File: config.mk
export PLATFORM = sky130hd
export DESIGN_NAME = id_ex_stage
export DESIGN_NICKNAME = d
export VERILOG_FILES = /design/src/rtl/id_ex_stage.sv
export SDC_FILE = /design/constraint.sdc
export NUM_CORES = 1
export LEC_CHECK = 0
export ABC_CLOCK_PERIOD_IN_PS = 4260
export CORE_MARGIN = 2
export CORE_UTILIZATION = 35
export CTS_CLUSTER_DIAMETER = 80
export DETAILED_ROUTE_END_ITERATION = 6
export PLACE_DENSITY = 0.77
export SYNTH_ARGS = -nofsm -noshare
export SYNTH_HDL_FRONTEND = slang
export SYNTH_SLANG_ARGS = --single-unit
File: constraint.sdc
create_clock -name clk -period 4.26 [get_ports clk]
set_input_delay 0.852 -clock clk [delete_from_list [all_inputs] [get_ports clk]]
set_output_delay 0.852 -clock clk [all_outputs]
set_load 0.02 [all_outputs]
File: src/rtl/id_ex_stage.sv
// ID/EX pipeline register with load-use hazard detection and a saturating bubble counter.
// Latency: one cycle from decode inputs to ex_* outputs; stall_id is combinational.
// Backpressure: stall_id holds decode/fetch for one cycle while a bubble is loaded into EX.
module id_ex_stage #(
    parameter int          DATA_W    = 32,
    parameter logic [15:0] STALL_SAT = 16'hFFFF
) (
    input  logic              clk,
    input  logic              rst,
    input  logic              in_valid,
    input  logic [1:0]        ALUout_in,
    input  logic              MemR_in,
    input  logic              MemW_in,
    input  logic              RegW_in,
    input  logic              MemToReg_in,
    input  logic              aluSrc_in,
    input  logic              regDest_in,
    input  logic [DATA_W-1:0] rs_data,
    input  logic [DATA_W-1:0] rt_data,
    input  logic [15:0]       imm,
    input  logic [5:0]        funct,
    input  logic [4:0]        rs_addr,
    input  logic [4:0]        rt_addr,
    input  logic [4:0]        rd_addr,
    input  logic              flush,
    output logic              ex_valid,
    output logic [1:0]        ex_ALUout,
    output logic              ex_MemR,
    output logic              ex_MemW,
    output logic              ex_RegW,
    output logic              ex_MemToReg,
    output logic              ex_aluSrc,
    output logic [DATA_W-1:0] ex_rs_data,
    output logic [DATA_W-1:0] ex_rt_data,
    output logic [DATA_W-1:0] ex_imm,
    output logic [5:0]        ex_funct,
    output logic [4:0]        ex_rt_addr,
    output logic [4:0]        ex_dest,
    output logic              stall_id,
    output logic [15:0]       stall_cnt
);

    logic              r_valid;
    logic [1:0]        r_alu;
    logic              r_memr;
    logic              r_memw;
    logic              r_regw;
    logic              r_mem2reg;
    logic              r_alusrc;
    logic [DATA_W-1:0] r_rs_data;
    logic [DATA_W-1:0] r_rt_data;
    logic [DATA_W-1:0] r_imm;
    logic [5:0]        r_funct;
    logic [4:0]        r_rt_addr;
    logic [4:0]        r_dest;
    logic [15:0]       r_stall_cnt;

    logic              w_stall;
    logic              w_load;
    logic [4:0]        w_dest;
    logic [DATA_W-1:0] w_imm_sext;

    // A load writing $0 never produces a value, so it can never cause a hazard.
    assign w_stall = in_valid & r_valid & r_memr & (r_rt_addr != 5'd0) &
                     ((r_rt_addr == rs_addr) | (r_rt_addr == rt_addr));

    assign w_load     = in_valid & ~flush & ~w_stall;
    assign w_dest     = regDest_in ? rt_addr : rd_addr;
    assign w_imm_sext = {{(DATA_W-16){imm[15]}}, imm};

    always_ff @(posedge clk or posedge rst) begin
        if (rst) begin
            r_valid   <= 1'b0;
            r_alu     <= 2'b00;
            r_memr    <= 1'b0;
            r_memw    <= 1'b0;
            r_regw    <= 1'b0;
            r_mem2reg <= 1'b0;
            r_alusrc  <= 1'b0;
            r_rs_data <= '0;
            r_rt_data <= '0;
            r_imm     <= '0;
            r_funct   <= 6'd0;
            r_rt_addr <= 5'd0;
            r_dest    <= 5'd0;
        end else if (w_load) begin
            r_valid   <= 1'b1;
            r_alu     <= ALUout_in;
            r_memr    <= MemR_in;
            r_memw    <= MemW_in;
            r_regw    <= RegW_in;
            r_mem2reg <= MemToReg_in;
            r_alusrc  <= aluSrc_in;
            r_rs_data <= rs_data;
            r_rt_data <= rt_data;
            r_imm     <= w_imm_sext;
            r_funct   <= funct;
            r_rt_addr <= rt_addr;
            r_dest    <= w_dest;
        end else begin
            // Bubble: clearing r_valid also releases stall_id on the next cycle.
            r_valid   <= 1'b0;
            r_alu     <= 2'b00;
            r_memr    <= 1'b0;
            r_memw    <= 1'b0;
            r_regw    <= 1'b0;
            r_mem2reg <= 1'b0;
            r_alusrc  <= 1'b0;
            r_rs_data <= '0;
            r_rt_data <= '0;
            r_imm     <= '0;
            r_funct   <= 6'd0;
            r_rt_addr <= 5'd0;
            r_dest    <= 5'd0;
        end
    end

    // Flushed cycles kill the bubble's cause too, so they are not counted.
    always_ff @(posedge clk or posedge rst) begin
        if (rst) begin
            r_stall_cnt <= 16'd0;
        end else if (w_stall && !flush && (r_stall_cnt != STALL_SAT)) begin
            r_stall_cnt <= r_stall_cnt + 16'd1;
        end
    end

    assign ex_valid    = r_valid;
    assign ex_ALUout   = r_alu;
    assign ex_MemR     = r_memr;
    assign ex_MemW     = r_memw;
    assign ex_RegW     = r_regw;
    assign ex_MemToReg = r_mem2reg;
    assign ex_aluSrc   = r_alusrc;
    assign ex_rs_data  = r_rs_data;
    assign ex_rt_data  = r_rt_data;
    assign ex_imm      = r_imm;
    assign ex_funct    = r_funct;
    assign ex_rt_addr  = r_rt_addr;
    assign ex_dest     = r_dest;
    assign stall_id    = w_stall;
    assign stall_cnt   = r_stall_cnt;

endmodule

* Yosys cells after proc, flatten, opt, wreduce, memory -nomap -nowiden
Index checks and enable logic that the tools add are counted.
** Operators by class
- Multiplexer cells :: 14
- Eq/ne operators :: 3
- Add/subtract/negate cells :: 1
- Reductions and logical operators :: 4
- Bitwise gates (word level) :: 9
** Operators by type and width (count)
- two-way mux 32 bit :: 3
- adder 16 x 1 -> 16 bit (second input constant) :: 1
- != test 16 bit (second input constant) :: 1
- two-way mux 5 bit :: 3
- == test 5 bit :: 2
- bitwise AND 1 bit :: 6
- two-way mux 1 bit :: 6
- two-way mux 6 bit :: 1
- nonzero test 5 bit :: 1
- logical AND 1 bit :: 2
- two-way mux 2 bit :: 1
- NOT 1 bit :: 2
- logical NOT 1 bit :: 1
- OR 1 bit :: 1
** Word-level totals
- Bits in registers :: 136
- Word-level logic and storage cells :: 45

* Depth between registers and ports, before layout
Gate-level depths: netlist of run 1.
- Word-level depth :: 7
- Depth in mapped cells :: 7

* Worst setup path after synthesis of run 1
No wires, ideal clock.
- Path kind :: in2out
- Start point :: input rs_addr[4]
- End point :: output stall_id
- Data arrival time :: 2.005 ns
- Slack :: 1.403 ns
- Data required time :: 3.408 ns
- Cell stages on the path :: 5
- Cells stage by stage :: xnor2_1 nand3_1 o22ai_1 and2_0 clkbuf_1
** On the way
- Word-level cells in the longest chain between the ends :: 3
** RTL lines
- from (decl) :: RTL line 22 : input logic [4:0] rs_addr,
- == test 5 bit :: RTL line 65 : ((r_rt_addr == rs_addr) | (r_rt_addr == rt_addr));
- OR 1 bit :: RTL line 65
- bitwise AND 1 bit :: RTL line 64 : assign w_stall = in_valid & r_valid & r_memr & (r_rt_addr != 5'd0) &
- to (decl) :: RTL line 39 : output logic stall_id,
Every way passes these cells.

* Worst setup path in the final report of run 1
- Start point :: input rt_addr[0]
- End point :: output stall_id
** On the way
- Word-level cells in the longest chain between the ends :: 3
** RTL lines
- from (decl) :: RTL line 23 : input logic [4:0] rt_addr,
- == test 5 bit :: RTL line 65
- OR 1 bit :: RTL line 65
- bitwise AND 1 bit :: RTL line 64
Every way passes these cells.

==> summary.txt, run 1 <==
Status
  – Status: complete, no violations

GRT
  – Initial antenna violation count: 0
  – GRT overflow: 0
  – Tot GR Track Use: 0.180
  – First-pass GRT wire length: 18200 µm
  – Largest net degree at the start of global routing: 71
  – Vias in the first global route: 3549

STA
  – Slew @ Worst Pin: 0.874 ns
  – Final Hold Viols: 0
  – Fin crit share: 0.856
  – Final Max Tran Viols: 0
  – Minimum clock period: ~3.6 ns
  – Rel. slew slack: 0.418
  – RSZ-0062 raised after global routing: no
  – Fmax achieved: approximately 270 MHz
  – Final hold slack: 0.518 ns
  – Clock Skew: 0.00616 ns
  – Final setup vio count: 0
  – Setup TNS: 0 ns

CTS
  – CTS Root Cell: clkbuf_16
  – Num CTS Buffers: 17
  – Post-CTS Resized: 0
  – Clock tree buffer depth: 2
  – Clk sinks: between 100 and 150
  – Clock Pin Slew Worst Setup and Hold Paths: around 0.050 ns
  – Worst skew pair latency: 0.40 ns
  – Post-CTS setup buffers: 0
  – CTS tree: yes
  – CTS H-tree lvls: 4
  – Cts hold-fix bufs: 0

Route
  – DRT antenna net count: 0
  – DRT iter0 DRCs: 288
  – Vias/cell: 4.41
  – Wire length per cell: 15.9 µm
  – Final WL: about 12000 µm
  – DRC violations left: 0
  – Pre-Repair DR Iteration Count: 4
  – Vias: 3386

Placed design
  – I/O Buffers: about 250
  – HPWL after DPL: roughly 9000 µm
  – Routability cong.: around 0.87
  – Dpl cells: 738

Die
  – Row Count: 41
  – Core Region: 12600 µm²
  – Top-level port count: between 200 and 300
  – Die Area: 13700 µm²
  – Starting density of the core: 0.357
  – Die Wd: 117 µm
  – Die height: 117 µm

Synthesis
  – EDFF count, synth: 0
  – Post-synthesis cell type count: 34
  – Syn Nets: 457
  – Commonest cells in the netlist: dfrtp_1, and2_1, xnor2_1
  – Synth Register Bits: 120
  – Sequential element share of the synthesized area: 0.669
  – Main flop type after synthesis: dfrtp_1
  – Adder-cell share of the synthesized area: 0.00279
  – Syn Std Cell Area: 4490 µm²
  – Mapped Avg Cell Area: 13.1 µm²
  – Synth top area share: 0.669
  – Synth Area in Compound Gates: 0.00864
  – FFs w/ async S/R, synth: 1.00
  – Leading area contributor after synthesis: dfrtp_1
  – Simple-gate share of the synthesized area: 0.210
  – Cell with the most instances after synthesis: dfrtp_1
  – Gate Count Post-Synth: ~340
  – Combinational family with the most area after synthesis: simple AND/OR/NAND/NOR gates
  – Xor/xnor share of the synthesized area: 0.0488
  – Top cells by area, synth: dfrtp_1, and2_1, xnor2_1
  – Mux cell area share after synthesis: 0.0137
  – Warnings, synthesis: 0

Worst setup path
  – WS Path Type: primary input to output port
  – Worst path arrival time: 2.79 ns
  – Crit end category: output port
  – Critical Path RT: approximately 3.4 ns
  – CP max FO: 6
  – CP Launch Type: primary input

Cells and area
  – Diodes inserted: 0
  – Layout cells sized above 1: 0.0705
  – NumNets Final: 699
  – Area growth, synth to finish: 71.3%
  – Fin cells: 768

Flow run
  – # Max-Cap Violations: 0

Pwr
  – Peak supply drop: between 0.0002 and 0.0003 V
  – Total power per unit cell area: 403 nW/µm²
  – Static Leak: 3.34 nW
  – Pwr Total: ~3.1 mW

Hold path
  – Hold Crit Class: flip-flop to flip-flop
-- area by class of cell --
| type | instances | area, µm² |
|---|---|---|
| Clock buffer | 24 | 522 |
| Sequential cell | 120 | 3000 |
| Tap cell | 172 | 215 |
| Clock inverter | 6 | 135 |
| Multi-Input combinational cell | 190 | 1280 |
| Fill cell | 988 | 4880 |
| Inverter | 2 | 10.0 |
| Timing Repair Buffer | 254 | 2530 |
-- logic make-up (layout without fill, tap and decap cells) --
group | after synthesis | in the layout
AND/OR/NAND/NOR | 155 | 155
flip-flops | 120 | 120
buffers and inverters | 33 | 286
XOR/XNOR | 25 | 25
multiplexers | 6 | 6
AO/OA/AOI/OAI | 3 | 3
adder cells (fa/ha/maj) | 1 | 1
-- sequential cells by signal, indices dropped and copies added (netlist names), 2 cells and up --
name,flops
ex_rs_data,32
stall_cnt,16
ex_ALUout,2
ex_rt_addr,5
ex_dest,5
ex_funct,6
ex_rt_data,32
ex_imm,16
-- per-stage QoR --
| step | utilization | instance area (µm²) | worst slack (ns) |
|---|---|---|---|
| detailed placement | 0.560 | 7030 | 0.636 |
| global placement | 0.560 | 7030 | 0.656 |
| finish | 0.612 | 7690 | 0.615 |
| global route | 0.612 | 7690 | 0.486 |
| floorplan | - | 4490 | 0.222 |
| CTS | 0.612 | 7690 | 0.609 |
-- worst max-delay path, cell delays in order --
cell and delay (ns):
clkdlybuf4s50_1 0.53, xnor2_1 0.14, nand3_1 0.09, o22ai_1 0.16
and2_0 0.33, clkdlybuf4s50_1 0.69
-- report_power, final --
| part | switching [mW] | total [mW] | internal [mW] |
|---|---|---|---|
| logic | 0.147 | 0.341 | 0.194 |
| registers | 0.0149 | 1.19 | 1.18 |
| clock network | 0.483 | 1.56 | 1.08 |
| total | 0.645 | 3.10 | 2.46 |
-- cells in the final DEF, fill, tap and decap left out, types with 2 or more instances in the layout --
| cell type | count |
|---|---|
| dfrtp_1 | 120 |
| nor3_1 | 7 |
| and3_1 | 2 |
| buf_4 | 5 |
| nand2_1 | 5 |
| clkbuf_16 | 17 |
| and2_1 | 98 |
| clkbuf_8 | 7 |
| xnor2_1 | 24 |
| mux2i_1 | 5 |
| nor4b_1 | 3 |
| clkdlybuf4s50_1 | 249 |
| nor2_1 | 3 |
| clkinvlp_4 | 2 |
| nor3b_1 | 3 |
| nand4_1 | 6 |
| nand3_1 | 16 |
| bufinv_16 | 4 |
| nor4_1 | 4 |
| nand4b_1 | 2 |
-- metal layers --
layer,vias up,wire length [µm],GRT usage
li1,1572,-,-
met1,1605,4200,0.186
met2,178,6400,0.304
met3,31,1220,0.0896
met4,0,356,0.0902
met5,-,0,0
-- worst paths after layout --
kind	startpoint	to	slack (ns)	cells past startpoint
hold reg to reg	stall_cnt[14]$_DFFE_PP0P_	stall_cnt[14]$_DFFE_PP0P_	0.52	1
setup / recovery	rt_addr[0]	stall_id	0.62	6
hold / removal	stall_cnt[14]$_DFFE_PP0P_	stall_cnt[14]$_DFFE_PP0P_	0.52	1
min in group asynchronous	rst	ex_funct[0]$_DFF_PP0_	0.98	2
max in group asynchronous	rst	ex_valid$_DFF_PP0_	2.30	3
setup reg to reg	ex_rt_addr[1]$_DFF_PP0_	ex_rs_data[4]$_DFF_PP0_	2.15	6
Note: power is estimated with default switching activity, not from simulation.
==> inputs of run 2 (changes only) <==
--- a/config.mk
+++ b/config.mk
@@ -5,7 +5,6 @@
 export SDC_FILE = /design/constraint.sdc
 export NUM_CORES = 1
 export LEC_CHECK = 0
-export ABC_CLOCK_PERIOD_IN_PS = 4260
 export CORE_MARGIN = 2
 export CORE_UTILIZATION = 35
 export CTS_CLUSTER_DIAMETER = 80
==> results of run 2 <==
No change in the layout: final DEF, timing and power equal those of run 1.
==> inputs of run 3 (changes only) <==
--- a/config.mk
+++ b/config.mk
@@ -10,6 +10,7 @@
 export CTS_CLUSTER_DIAMETER = 80
 export DETAILED_ROUTE_END_ITERATION = 6
 export PLACE_DENSITY = 0.77
+export SLEW_MARGIN = 40
 export SYNTH_ARGS = -nofsm -noshare
 export SYNTH_HDL_FRONTEND = slang
 export SYNTH_SLANG_ARGS = --single-unit
==> summary.txt, run 3 (synthesis results as in run 1) <==
Die
  – Row Count: 41
  – Core Region: about 13000 µm²
  – Starting density of the core: 0.357
  – Top-level port count: 250
  – Die Wd: 117 µm
  – Die Area: 13700 µm²
  – Die height: 117 µm

STA
  – Final setup vio count: 0
  – RSZ-0062 raised after global routing: no
  – Clock Skew: 0.00739 ns
  – Minimum clock period: between 3 and 4 ns
  – Fin crit share: 0.855
  – Fmax achieved: 275 MHz
  – Setup TNS: 0 ns
  – Final Hold Viols: 0
  – Slew @ Worst Pin: roughly 0.64 ns
  – Rel. slew slack: 0.573
  – Final Max Tran Viols: 0

Route
  – Vias: 3397
  – Wire length per cell: about 16 µm
  – Vias/cell: 4.41
  – DRT antenna net count: 0
  – Final WL: 12200 µm
  – Pre-Repair DR Iteration Count: 4
  – DRT iter0 DRCs: 239
  – DRC violations left: 0

Cells and area
  – Sequential cell area: 3000 µm²
  – Most common cell after layout, fill and taps aside: clkdlybuf4s50_1
  – Layout cells sized above 1: 0.0669
  – NumNets Final: 699
  – Diodes inserted: 0
  – Area growth, synth to finish: 70.9%
  – Leading cell types in the layout, fill and taps excluded: clkdlybuf4s50_1, dfrtp_1, and2_1
  – Filler Cells Inserted: 1004
  – Final Util: 0.610
  – Area occupied by multi-input gates: between 1000 and 1500 µm²

Hold path
  – Hold Crit Class: flip-flop to flip-flop

Worst setup path
  – CP Launch Type: primary input
  – WS Path Type: primary input to output port
  – CP max FO: 6
  – Worst path arrival time: around 2.8 ns
  – Critical Path RT: 3.41 ns
  – Crit end category: output port

GRT
  – Tot GR Track Use: 0.184
  – GRT overflow: 0
  – Vias in the first global route: approximately 3600
  – First-pass GRT wire length: roughly 18000 µm
  – Largest net degree at the start of global routing: 71
  – Initial antenna violation count: 0

Placed design
  – Routability cong.: 0.873
  – I/O Buffers: between 200 and 250
  – HPWL after DPL: 9020 µm

CTS
  – Worst skew pair latency: 0.41 ns
  – Post-CTS setup buffers: 0
  – Clock tree buffer depth: 2
  – Num CTS Buffers: 17
  – Post-CTS Resized: 0
  – Cts hold-fix bufs: 0
  – CTS H-tree lvls: 4
  – CTS tree: yes
  – Clk sinks: between 100 and 150
  – CTS Root Cell: clkbuf_16
  – Clock Pin Slew Worst Setup and Hold Paths: 0.05 ns

Pwr
  – Total power per unit cell area: 399 nW/µm²
  – Static Leak: approximately 3.3 nW
  – Pwr Total: 3.06 mW
  – Peak supply drop: between 0.0003 and 0.0004 V

Status
  – Status: complete, no violations

Flow run
  – # Max-Cap Violations: 0
run 3: path summary, 6_finish.rpt:
path,start,end,slack (ns),depth (start not counted)
worst min-delay path,stall_cnt[5]$_DFFE_PP0P_,stall_cnt[5]$_DFFE_PP0P_,0.51,1
worst max-delay path,rt_addr[0],stall_id,0.62,6
min in group asynchronous,rst,ex_funct[0]$_DFF_PP0_,0.91,2
worst min register to register,stall_cnt[5]$_DFFE_PP0P_,stall_cnt[5]$_DFFE_PP0P_,0.51,1
max in group asynchronous,rst,stall_cnt[8]$_DFFE_PP0P_,2.49,3
worst max register to register,stall_cnt[8]$_DFFE_PP0P_,stall_cnt[1]$_DFFE_PP0P_,2.11,5
run 3: per-stage QoR:
| stage | hold slack (ns) | worst slack (ns) | instance area (µm²) | std cells |
|---|---|---|---|---|
| 2_1_floorplan | 0.600 | 0.222 | 4490 | 343 |
| 3_3_place_gp | 0.499 | 0.656 | 7030 | 738 |
| 3_5_place_dp | 0.514 | 0.637 | 7040 | 738 |
| 4_1_cts | 0.522 | 0.621 | 7670 | 770 |
| 5_1_grt | 0.534 | 0.507 | 7670 | 770 |
| 6_report | 0.515 | 0.619 | 7670 | 770 |
run 3: worst max-delay path, stage by stage:
cell             delay (ns)
clkdlybuf4s50_1        0.53
xnor2_1                0.14
nand3_1                0.09
o22ai_1                0.17
and2_0                 0.32
clkdlybuf4s50_1        0.69
run 3: final cells by class:
type | instances | area share
flip-flops and latches | 120 | 0.391
repair buffers | 254 | 0.330
multi-input cells | 190 | 0.166
clock buffers | 25 | 0.0646
well taps | 172 | 0.0281
clock inverters | 7 | 0.0181
inverters | 2 | 0.00163
run 3: layer usage:
layer | routed length, µm | track usage | vias to the layer above
li1 | - | - | 1575
met1 | 4160 | 0.190 | 1619
met2 | 6400 | 0.309 | 167
met3 | 1290 | 0.0968 | 36
met4 | 353 | 0.0816 | 0
met5 | 0 | 0 | -
run 3: where the power goes:
| part | internal, mW | switching (mW) |
|---|---|---|
| Clock | 1.04 | 0.483 |
| Combinational | 0.194 | 0.147 |
| Sequential | 1.18 | 0.0151 |
